[src/rtl/signed_nr_div_if.sv]
// Handshake and operand/result bundle for the sequential signed divider.
interface signed_nr_div_if #(
    parameter int N_WIDTH = 12,
    parameter int D_WIDTH = 6
);
    logic               load;
    logic [N_WIDTH-1:0] N;
    logic [D_WIDTH-1:0] D;
    logic               busy;
    logic               done;
    logic [N_WIDTH-1:0] Q;
    logic [D_WIDTH-1:0] R;
    logic               dz;
    logic               ovf;

    // Requester side: issues operands, observes results.
    modport master (
        output load, N, D,
        input  busy, done, Q, R, dz, ovf
    );

    // Divider side.
    modport slave (
        input  load, N, D,
        output busy, done, Q, R, dz, ovf
    );
endinterface

[src/rtl/signed_nr_div.sv]
// Sequential signed divider: radix-2 non-restoring core on magnitudes, one
// quotient bit per cycle, followed by a sign/remainder correction step.
// Quotient truncates toward zero; remainder takes the sign of the dividend.
module signed_nr_div #(
    parameter int N_WIDTH = 12,
    parameter int D_WIDTH = 6
) (
    input  logic             clk,
    input  logic             rst_n,
    signed_nr_div_if.slave   bus
);
    localparam int CW = $clog2(N_WIDTH);

    typedef enum logic [1:0] {IDLE, PREP, ITER, CORR} state_t;

    state_t             state_q, state_d;
    logic [N_WIDTH-1:0] n_cap_q, n_cap_d;   // captured dividend
    logic [D_WIDTH-1:0] d_cap_q, d_cap_d;   // captured divisor
    logic [N_WIDTH-1:0] qs_q, qs_d;         // |N| shifting out, quotient bits shifting in
    logic [D_WIDTH-1:0] dabs_q, dabs_d;     // |D|
    logic [D_WIDTH:0]   pr_q, pr_d;         // signed partial remainder
    logic [CW-1:0]      cnt_q, cnt_d;
    logic               qneg_q, qneg_d;     // quotient must be negated
    logic               rneg_q, rneg_d;     // remainder must be negated
    logic [N_WIDTH-1:0] q_q, q_d;
    logic [D_WIDTH-1:0] r_q, r_d;
    logic               done_q, done_d;
    logic               dz_q, dz_d;
    logic               ovf_q, ovf_d;

    // Datapath helpers shared by the ITER and CORR steps.
    logic [D_WIDTH:0]   dabs_ext;
    logic [D_WIDTH:0]   pr_sh;
    logic [D_WIDTH:0]   pr_step;
    logic [D_WIDTH:0]   pr_fix;
    logic [D_WIDTH-1:0] pr_lo;
    logic [N_WIDTH-1:0] q_val;
    logic [D_WIDTH-1:0] r_val;
    logic               is_dz;
    logic               is_ovf;

    assign dabs_ext = {1'b0, dabs_q};
    assign pr_sh    = {pr_q[D_WIDTH-1:0], qs_q[N_WIDTH-1]};
    // Non-restoring step: subtract while the remainder is non-negative, add back otherwise.
    assign pr_step  = pr_q[D_WIDTH] ? (pr_sh + dabs_ext) : (pr_sh - dabs_ext);
    assign pr_fix   = pr_q[D_WIDTH] ? (pr_q + dabs_ext) : pr_q;
    assign pr_lo    = pr_fix[D_WIDTH-1:0];
    assign q_val    = qneg_q ? -qs_q : qs_q;
    assign r_val    = rneg_q ? -pr_lo : pr_lo;
    assign is_dz    = (d_cap_q == '0);
    assign is_ovf   = (n_cap_q == {1'b1, {(N_WIDTH-1){1'b0}}}) && (d_cap_q == '1);

    assign bus.busy = (state_q != IDLE);
    assign bus.done = done_q;
    assign bus.Q    = q_q;
    assign bus.R    = r_q;
    assign bus.dz   = dz_q;
    assign bus.ovf  = ovf_q;

    // Next-state and datapath update for every FSM state.
    always_comb begin
        // NOTE: every variable gets a default before the case so no latch is inferred.
        state_d = state_q;
        n_cap_d = n_cap_q;
        d_cap_d = d_cap_q;
        qs_d    = qs_q;
        dabs_d  = dabs_q;
        pr_d    = pr_q;
        cnt_d   = cnt_q;
        qneg_d  = qneg_q;
        rneg_d  = rneg_q;
        q_d     = q_q;
        r_d     = r_q;
        done_d  = 1'b0;
        dz_d    = dz_q;
        ovf_d   = ovf_q;
        unique case (state_q)
            IDLE: begin
                if (bus.load) begin
                    n_cap_d = bus.N;
                    d_cap_d = bus.D;
                    state_d = PREP;
                end
            end
            PREP: begin
                // The magnitude of the most negative value still fits as unsigned.
                qs_d    = n_cap_q[N_WIDTH-1] ? -n_cap_q : n_cap_q;
                dabs_d  = d_cap_q[D_WIDTH-1] ? -d_cap_q : d_cap_q;
                qneg_d  = n_cap_q[N_WIDTH-1] ^ d_cap_q[D_WIDTH-1];
                rneg_d  = n_cap_q[N_WIDTH-1];
                pr_d    = '0;
                cnt_d   = '0;
                state_d = ITER;
            end
            ITER: begin
                pr_d  = pr_step;
                qs_d  = {qs_q[N_WIDTH-2:0], ~pr_step[D_WIDTH]};
                cnt_d = cnt_q + 1'b1;
                if (cnt_q == CW'(N_WIDTH - 1)) begin
                    state_d = CORR;
                end
            end
            CORR: begin
                pr_d    = pr_fix;
                q_d     = is_dz ? '1 : q_val;
                r_d     = (is_dz || is_ovf) ? '0 : r_val;
                dz_d    = is_dz;
                ovf_d   = is_ovf;
                done_d  = 1'b1;
                state_d = IDLE;
            end
            default: state_d = IDLE;
        endcase
    end

    // State and datapath registers with asynchronous clear.
    always_ff @(posedge clk or negedge rst_n) begin
        if (!rst_n) begin
            state_q <= IDLE;
            n_cap_q <= '0;
            d_cap_q <= '0;
            qs_q    <= '0;
            dabs_q  <= '0;
            pr_q    <= '0;
            cnt_q   <= '0;
            qneg_q  <= 1'b0;
            rneg_q  <= 1'b0;
            q_q     <= '0;
            r_q     <= '0;
            done_q  <= 1'b0;
            dz_q    <= 1'b0;
            ovf_q   <= 1'b0;
        end else begin
            // NOTE: non-blocking assignments so every register samples pre-edge values.
            state_q <= state_d;
            n_cap_q <= n_cap_d;
            d_cap_q <= d_cap_d;
            qs_q    <= qs_d;
            dabs_q  <= dabs_d;
            pr_q    <= pr_d;
            cnt_q   <= cnt_d;
            qneg_q  <= qneg_d;
            rneg_q  <= rneg_d;
            q_q     <= q_d;
            r_q     <= r_d;
            done_q  <= done_d;
            dz_q    <= dz_d;
            ovf_q   <= ovf_d;
        end
    end
endmodule

[src/flat_wrapper.sv]
// flat-port wrapper written by rule: the top's interface ports become plain ports
module signed_nr_div_flat 
#(
    parameter int N_WIDTH = 12,
    parameter int D_WIDTH = 6
)
  (clk, rst_n, bus_load, bus_N, bus_D, bus_busy, bus_done, bus_Q, bus_R, bus_dz, bus_ovf);
  signed_nr_div_if #(.N_WIDTH(N_WIDTH), .D_WIDTH(D_WIDTH)) bus_i ();
  input  logic clk;
  input  logic rst_n;
  input wire logic [$bits(bus_i.load)-1:0] bus_load;
  input wire logic [$bits(bus_i.N)-1:0] bus_N;
  input wire logic [$bits(bus_i.D)-1:0] bus_D;
  output wire logic [$bits(bus_i.busy)-1:0] bus_busy;
  output wire logic [$bits(bus_i.done)-1:0] bus_done;
  output wire logic [$bits(bus_i.Q)-1:0] bus_Q;
  output wire logic [$bits(bus_i.R)-1:0] bus_R;
  output wire logic [$bits(bus_i.dz)-1:0] bus_dz;
  output wire logic [$bits(bus_i.ovf)-1:0] bus_ovf;
  assign bus_i.load = bus_load;
  assign bus_i.N = bus_N;
  assign bus_i.D = bus_D;
  assign bus_busy = bus_i.busy;
  assign bus_done = bus_i.done;
  assign bus_Q = bus_i.Q;
  assign bus_R = bus_i.R;
  assign bus_dz = bus_i.dz;
  assign bus_ovf = bus_i.ovf;
  signed_nr_div #(.N_WIDTH(N_WIDTH), .D_WIDTH(D_WIDTH)) u_core (.clk(clk), .rst_n(rst_n), .bus(bus_i));
endmodule
[config.mk]
export PLATFORM = sky130hd
export DESIGN_NAME = signed_nr_div_flat
export DESIGN_NICKNAME = d
export VERILOG_FILES = /design/src/rtl/signed_nr_div_if.sv /design/src/rtl/signed_nr_div.sv /design/src/flat_wrapper.sv
export SDC_FILE = /design/constraint.sdc
export NUM_CORES = 1
export LEC_CHECK = 0
export BUFFER_PORTS_ARGS = -buffer_cell sky130_fd_sc_hd__buf_4
export CORE_ASPECT_RATIO = 1.4
export CORE_MARGIN = 8
export CORE_UTILIZATION = 60
export DETAILED_ROUTE_END_ITERATION = 12
export PLACE_DENSITY_LB_ADDON = 0.12
export REMOVE_ABC_BUFFERS = 1
export SKIP_CTS_REPAIR_TIMING = 1
export SLEW_MARGIN = 0
export SYNTH_ARGS = -nofsm -noshare
export SYNTH_HDL_FRONTEND = slang
export SYNTH_SLANG_ARGS = --single-unit
[constraint.sdc]
create_clock -name clk -period 3.4 [get_ports clk]
set_input_delay 0.34 -clock clk [delete_from_list [all_inputs] [get_ports clk]]
set_output_delay 0.34 -clock clk [all_outputs]
set_load 0.02 [all_outputs]
==> results of run 1 <==
worst max-delay path: cells and delay by family, from the launching register on:
family / cells / cell delay [ns]
AO/OA/AOI/OAI: 4 / 0.85
adder cells (fa/ha/maj): 2 / 0.73
multiplexers: 1 / 0.29
XOR/XNOR: 1 / 0.10
buffers and inverters: 1 / 0.07
flip-flops: 1 / 0.46
metal layers:
metal | vias to the layer above | wire, um
met3 | 24 | 394
li1 | 1672 | -
met2 | 71 | 5310
met1 | 1676 | 4170
met5 | - | 0
met4 | 0 | 335
final cells by class:
| class | instances | area share, % |
|---|---|---|
| clock buffers | 13 | 3.43 |
| clock inverters | 3 | 0.305 |
| well taps | 95 | 2.42 |
| multi-input cells | 330 | 48.2 |
| flip-flops and latches | 72 | 36.6 |
| repair buffers | 46 | 7.02 |
| inverters | 26 | 1.98 |
flip-flops by register name, summed over array words and instances (netlist names), 2 cells and up:
| signal | cells |
|---|---|
| u_core.bus.Q | 12 |
| u_core.n_cap_q | 12 |
| u_core.qs_q | 12 |
| u_core.pr_q | 7 |
| u_core.bus.R | 6 |
| u_core.d_cap_q | 6 |
| u_core.dabs_q | 6 |
| u_core.cnt_q | 4 |
| u_core.state_q | 2 |
how the worst max path moves through the flow:
stage / from / to / cells past startpoint
finish: u_core.dabs_q[1]$_DFFE_PN0N_ / u_core.qs_q[0]$_DFFE_PN0P_ / 9
global placement: u_core.dabs_q[1]$_DFFE_PN0N_ / u_core.qs_q[0]$_DFFE_PN0P_ / 9
CTS: u_core.dabs_q[1]$_DFFE_PN0N_ / u_core.qs_q[0]$_DFFE_PN0P_ / 9
global route: u_core.dabs_q[1]$_DFFE_PN0N_ / u_core.qs_q[0]$_DFFE_PN0P_ / 9
detailed placement: u_core.dabs_q[1]$_DFFE_PN0N_ / u_core.qs_q[0]$_DFFE_PN0P_ / 9
floorplan: u_core.pr_q[6]$_DFFE_PN0P_ / u_core.qs_q[0]$_DFFE_PN0P_ / 7
synth_stat cells (all sizes together) (3+ instances only):
library cell	count	area share (%)
nand2b	7	1.0
nor3b	3	0.52
or2	5	0.72
nor2b	4	0.58
nor4	3	0.43
o21ai	34	4.1
dfrtp	72	41
o221ai	4	0.81
mux2i	6	1.4
o31ai	4	0.69
nand3	10	1.2
o21a	3	0.52
inv	25	2.2
nor2	35	3.0
nand2	31	2.7
o41ai	4	0.81
a211oi	4	0.69
xor2	19	3.8
o22ai	3	0.43
o2bb2ai	5	1.0
or4	4	0.78
mux2	28	7.3
o211ai	3	0.52
xnor2	17	3.4
ha	24	6.9
nor3	7	0.81
a21oi	32	3.7
clkbuf	19	1.6
nand3b	3	0.52
power groups by stage:
stage          combinational [mW]  clock (mW)  sequential, mW
2_1_floorplan                2.35           0            1.78
3_3_place_gp                 3.21           0            1.76
6_report                     3.33       0.645            1.78
3_5_place_dp                 3.31           0            1.78
5_1_grt                      3.67       0.684            1.84
4_1_cts                      3.34       0.647            1.77
through the flow:
step	util (%)	std cells	area (um^2)	setup WS [ns]
after floorplan	-	428	4270	0.957
after global placement	67.8	569	4730	0.900
after detailed placement	67.8	569	4730	0.817
after CTS	70.4	585	4920	0.811
after global routing	70.4	585	4920	0.693
final	70.4	585	4920	0.787
cells by family (layout without fill, tap and decap cells):
kind of cell | after synthesis | count (layout)
compound gates | 113 | 113
mux | 34 | 34
simple gates | 121 | 121
fa+ha+maj | 26 | 26
xor+xnor | 36 | 36
buf+inv | 46 | 88
flops | 72 | 72
==> metrics, run 1 <==
final routed DRC violation total 0; routed wire length 10.2 mm; Max-Cap Viols 0; grt ovf 0; clock root cell clkbuf_8; crit path DAT 2.86 ns; Psw 2.64 mW; port bufs 42; share of post-route cells with drive strength above 1 20.8%; Setup-failing EPs final 0; CP max stage cell dfrtp_1; clock slew at reported path FFs 0.07 ns; leading cell type in the layout, fill and taps excluded dfrtp_1; CTS sink cnt 72; Adder-Cell Fraction of Synth Area 7.83%; sequential power share 30.9%; clk_lat worst skew 0.36 ns; post-synth cell types 54; critical path cell sequence inv_1 > ha_1 > mux2_2 > fa_1 > a211oi_1 > o21bai_1 > a21oi_1 > xnor2_1 > a31o_2; via density per instance 5.89; relative slew slack 38.3%; TritonCTS buffer count 9; XOR/XNOR share of the synthesized area 7.25%; Starting Density 62.3%; Post-synth EDFFs 0; PD cells 1170 nW/um^2; DP HPWL 7.53 mm; fillers 558; P&R area growth vs syn 13.2%; top_reg_cell synth dfrtp_1; largest family of logic cells by synthesized area compound AO/OA/AOI/OAI gates; fraction of registers with async set or reset after synthesis 100%; CP max stage delay 0.46 ns; Crit Path Max Fanout 6; drt wl/cell 17.5 um; crit share post-route 76.9%; H-tree depth 3; Total GRT Usage 21.2%; Max Fclk 0.383 GHz; RSZ-0062 raised after global routing false; post-synthesis cell count 448; crit path launch type flip-flop; most frequent cells in the layout 72 x dfrtp_1, 46 x buf_4, 35 x nor2_1; r2r startpoint u_core.dabs_q[1]$_DFFE_PN0N_; syn avg cell area 9.70 um^2; Comb power frac 57.9%; Nets 532; sequential fraction of the synthesis area 41.5%; Die X 87.9 um; Pre-antenna DRT Iters 4; Routed Antenna Nets 0; met2 usage 38.3%; Worst Reg-to-Reg Cells 9; global-route wire length before repair 16.5 mm; synthesis-stage register bit count 72; gr busiest metal met2; Final Hold Fails 0; Reg-to-Reg End u_core.qs_q[0]$_DFFE_PN0P_; pin count of the biggest net entering global routing 73; Rows 36; mux cell area share after synthesis 8.64%; status complete, no violations; TNS Setup 0 ns; met3 GRT Util 4.79%; Tot Pwr 5.75 mW; grt met1 use 22.4%; WP data required 3.65 ns; Pint 3.11 mW; Slew Limit Fails 0; CP endpoint kind flip-flop; Clk network pwr share 11.2%; vias after detailed routing 3443; Least-Margin Pin Slew 0.925 ns; min Tclk post-route 2.61 ns; hold_ws 0.0983 ns; IO Pins 43; area of the multi-input gates 2370 um^2; clock skew 0.0115 ns; Floorplan Core Area 6980 um^2; HP Class primary input to asynchronous set/reset pin; kind of critical path flip-flop to flip-flop; Peak VDD IR 0.673 mV; ANT cells 0; CTS tree yes; DIE HEIGHT 117 um; gp weighted congestion 0.952; simple-gate portion of the synthesized area 14.0%; register area 1800 um^2; synthesized cell area 4350 um^2; Iteration-0 DRC Markers 227; vias in the first global route 3486; initial antenna violation count 0; Sw Ratio 45.9%; Synth Area in Compound Gates 16.8%; Leak 2.17 nW; worst-case clock buffer depth 2; Die ar. 10300 um^2; flop2flop setup slack 0.79 ns; YS warnings 0
(Power assumes the default switching activity.)
==> run 2: changes to the inputs <==
CORE_UTILIZATION = 54   (was 60)
clock period = 2.3 ns   (was 3.4 ns; I/O delays follow)
==> run 2 against run 1 <==
The run now ends with negative setup slack left. Fmax up 9.2%. Clock skew down 0.0056 ns. Register-to-register slack worse by 0.88 ns. Flip-flop and latch count unchanged. Critical path type unchanged. Critical endpoint is now u_core.pr_q[5]$_DFFE_PN0P_. Largest cell class unchanged. Highest routed layer unchanged.
==> metrics, run 2 (same netlist as run 1, synthesis figures left out) <==
global-route wire length before repair 17.4 mm (+5.1%); crit path DAT 2.59 ns (-0.27 ns); dpl ws -0.158 ns (-0.974 ns); Final Hold Fails 0 (unchanged); gp weighted congestion 0.879 (-7.7%); port bufs 42 (unchanged); vias after detailed routing 3596 (+4.4%); CP endpoint kind flip-flop; clock skew 0.00582 ns (-0.00563 ns); final routed DRC violation total 0 (unchanged); Slew Limit Fails 0 (unchanged); DP HPWL 8.08 mm (+7.4%); Die ar. 11200 um^2 (+9.3%); vias in the first global route 3689 (+5.8%); setup ws final -0.0920 ns (-0.879 ns); clock root cell clkbuf_8; routed wire length 10.8 mm (+5.8%); Routed Antenna Nets 0 (unchanged); status finished, violations left; dpl cells 607 (+6.7%); pin count of the biggest net entering global routing 73 (unchanged); Final Non-Filler Cells 623 (+6.5%); TritonCTS buffer count 9 (unchanged); Iteration-0 DRC Markers 116 (-49%); grt ovf 0 (unchanged); HP Class primary input to asynchronous set/reset pin; via density per instance 5.77 (-1.9%); drt wl/cell 17.3 um (-0.64%); kind of critical path flip-flop to flip-flop; Clk network pwr share 9.8% (-1.4 points); share of post-route cells with drive strength above 1 29.8% (+9.0 points); CTS sink cnt 72 (unchanged); DIE HEIGHT 122 um (+4.7%); Starting Density 55.7% (-6.5 points); PD cells 1770 nW/um^2 (+52%); Setup-failing EPs final 2 (+2); Crit Path Max Fanout 5 (-1); worst-case clock buffer depth 2 (unchanged); Sw Ratio 44.4% (-1.5 points); Floorplan Core Area 7800 um^2 (+12%); initial antenna violation count 0 (unchanged); crit share post-route 104% (+27 points); Psw 4.18 mW (+58%); failing checks negative setup slack; Comb power frac 63.6% (+5.7 points); Pint 5.23 mW (+68%); sequential power share 26.5% (-4.4 points); crit path launch type flip-flop; Pre-antenna DRT Iters 4 (unchanged); Rows 38 (+5.6%); Max-Cap Viols 0 (unchanged); Die X 91.8 um (+4.4%); relative slew slack 39.6% (+1.3 points); post-layout util 68.0% (-2.4 points); Peak VDD IR 0.869 mV (+29%); Max Fclk 0.418 GHz (+9.2%); clock slew at reported path FFs 0.07 ns (about the same); WP data required 2.50 ns (-1.15 ns); Leak 2.36 nW (+9.0%); Nets 568 (+6.8%); most frequent cells in the layout 81 x buf_4, 72 x dfrtp_1, 35 x nor2_1; H-tree depth 3 (unchanged); CTS tree yes; Total GRT Usage 19.6% (-1.6 points); Least-Margin Pin Slew 0.905 ns (-0.0198 ns); leading cell type in the layout, fill and taps excluded buf_4; min Tclk post-route 2.39 ns (-0.221 ns); TNS Setup -0.106 ns (-0.106 ns); clk_lat worst skew 0.34 ns (-0.02 ns); ANT cells 0 (unchanged); IO Pins 43 (unchanged); RSZ-0062 raised after global routing true; P&R area growth vs syn 22.0%
==> run 2: stage by stage <==
step,instance area [um^2],hold slack (ns),total power [mW]
2_1_floorplan,4270,-0.0656,6.12
3_3_place_gp,5000,0.412,7.94
3_5_place_dp,5000,0.419,8.13
4_1_cts,5180,0.0449,9.09
5_1_grt,5310,0.0835,10.1
6_report,5310,0.0153,9.41
==> run 2: power groups by stage <==
stage          clock [mW]  sequential, mW  combinational, mW
2_1_floorplan           0            2.64               3.48
3_3_place_gp            0            2.48               5.46
3_5_place_dp            0            2.50               5.64
4_1_cts             0.950            2.48               5.66
5_1_grt             0.993            2.57               6.54
6_report            0.926            2.50               5.99
==> run 2: final timing paths <==
check | start | endpoint | slack, ns | cells after the start
max | u_core.dabs_q[1]$_DFFE_PN0N_ | u_core.pr_q[5]$_DFFE_PN0P_ | -0.09 | 10
min | rst_n | u_core.bus.Q[9]$_DFFE_PN0P_ | 0.02 | 1
max reg2reg | u_core.dabs_q[1]$_DFFE_PN0N_ | u_core.pr_q[5]$_DFFE_PN0P_ | -0.09 | 10
min reg2reg | u_core.bus.R[2]$_DFFE_PN0P_ | u_core.bus.R[2]$_DFFE_PN0P_ | 0.49 | 1
max in group asynchronous | rst_n | u_core.state_q[0]$_DFFE_PN0P_ | 1.71 | 1
min in group clk | bus_D[2] | u_core.d_cap_q[2]$_DFFE_PN0P_ | 0.12 | 2
==> run 2: layout make-up <==
type	instances	area (um^2)
inverters	26	97.6
well taps	100	125
clock buffers	13	179
repair buffers	82	628
flip-flops and latches	72	1800
multi-input cells	330	2470
fillers	622	2490
==> run 2: critical path: stages, from the launching register on <==
cell	delay (ns)
dfrtp_1	0.40
buf_4	0.17
nor3_4	0.17
nor2_1	0.07
xor2_1	0.15
ha_1	0.33
and2_1	0.17
a311o_1	0.33
a21oi_2	0.16
xor2_1	0.15
o221ai_1	0.13
==> run 2: per-layer routing <==
layer / vias to the layer above / track usage [%] / wire length [um]
met4: 0 / 11.1 / 409
met1: 1750 / 19.9 / 4180
met5: - / 0 / 0
met3: 31 / 4.19 / 348
met2: 76 / 36.4 / 5860
li1: 1739 / - / -
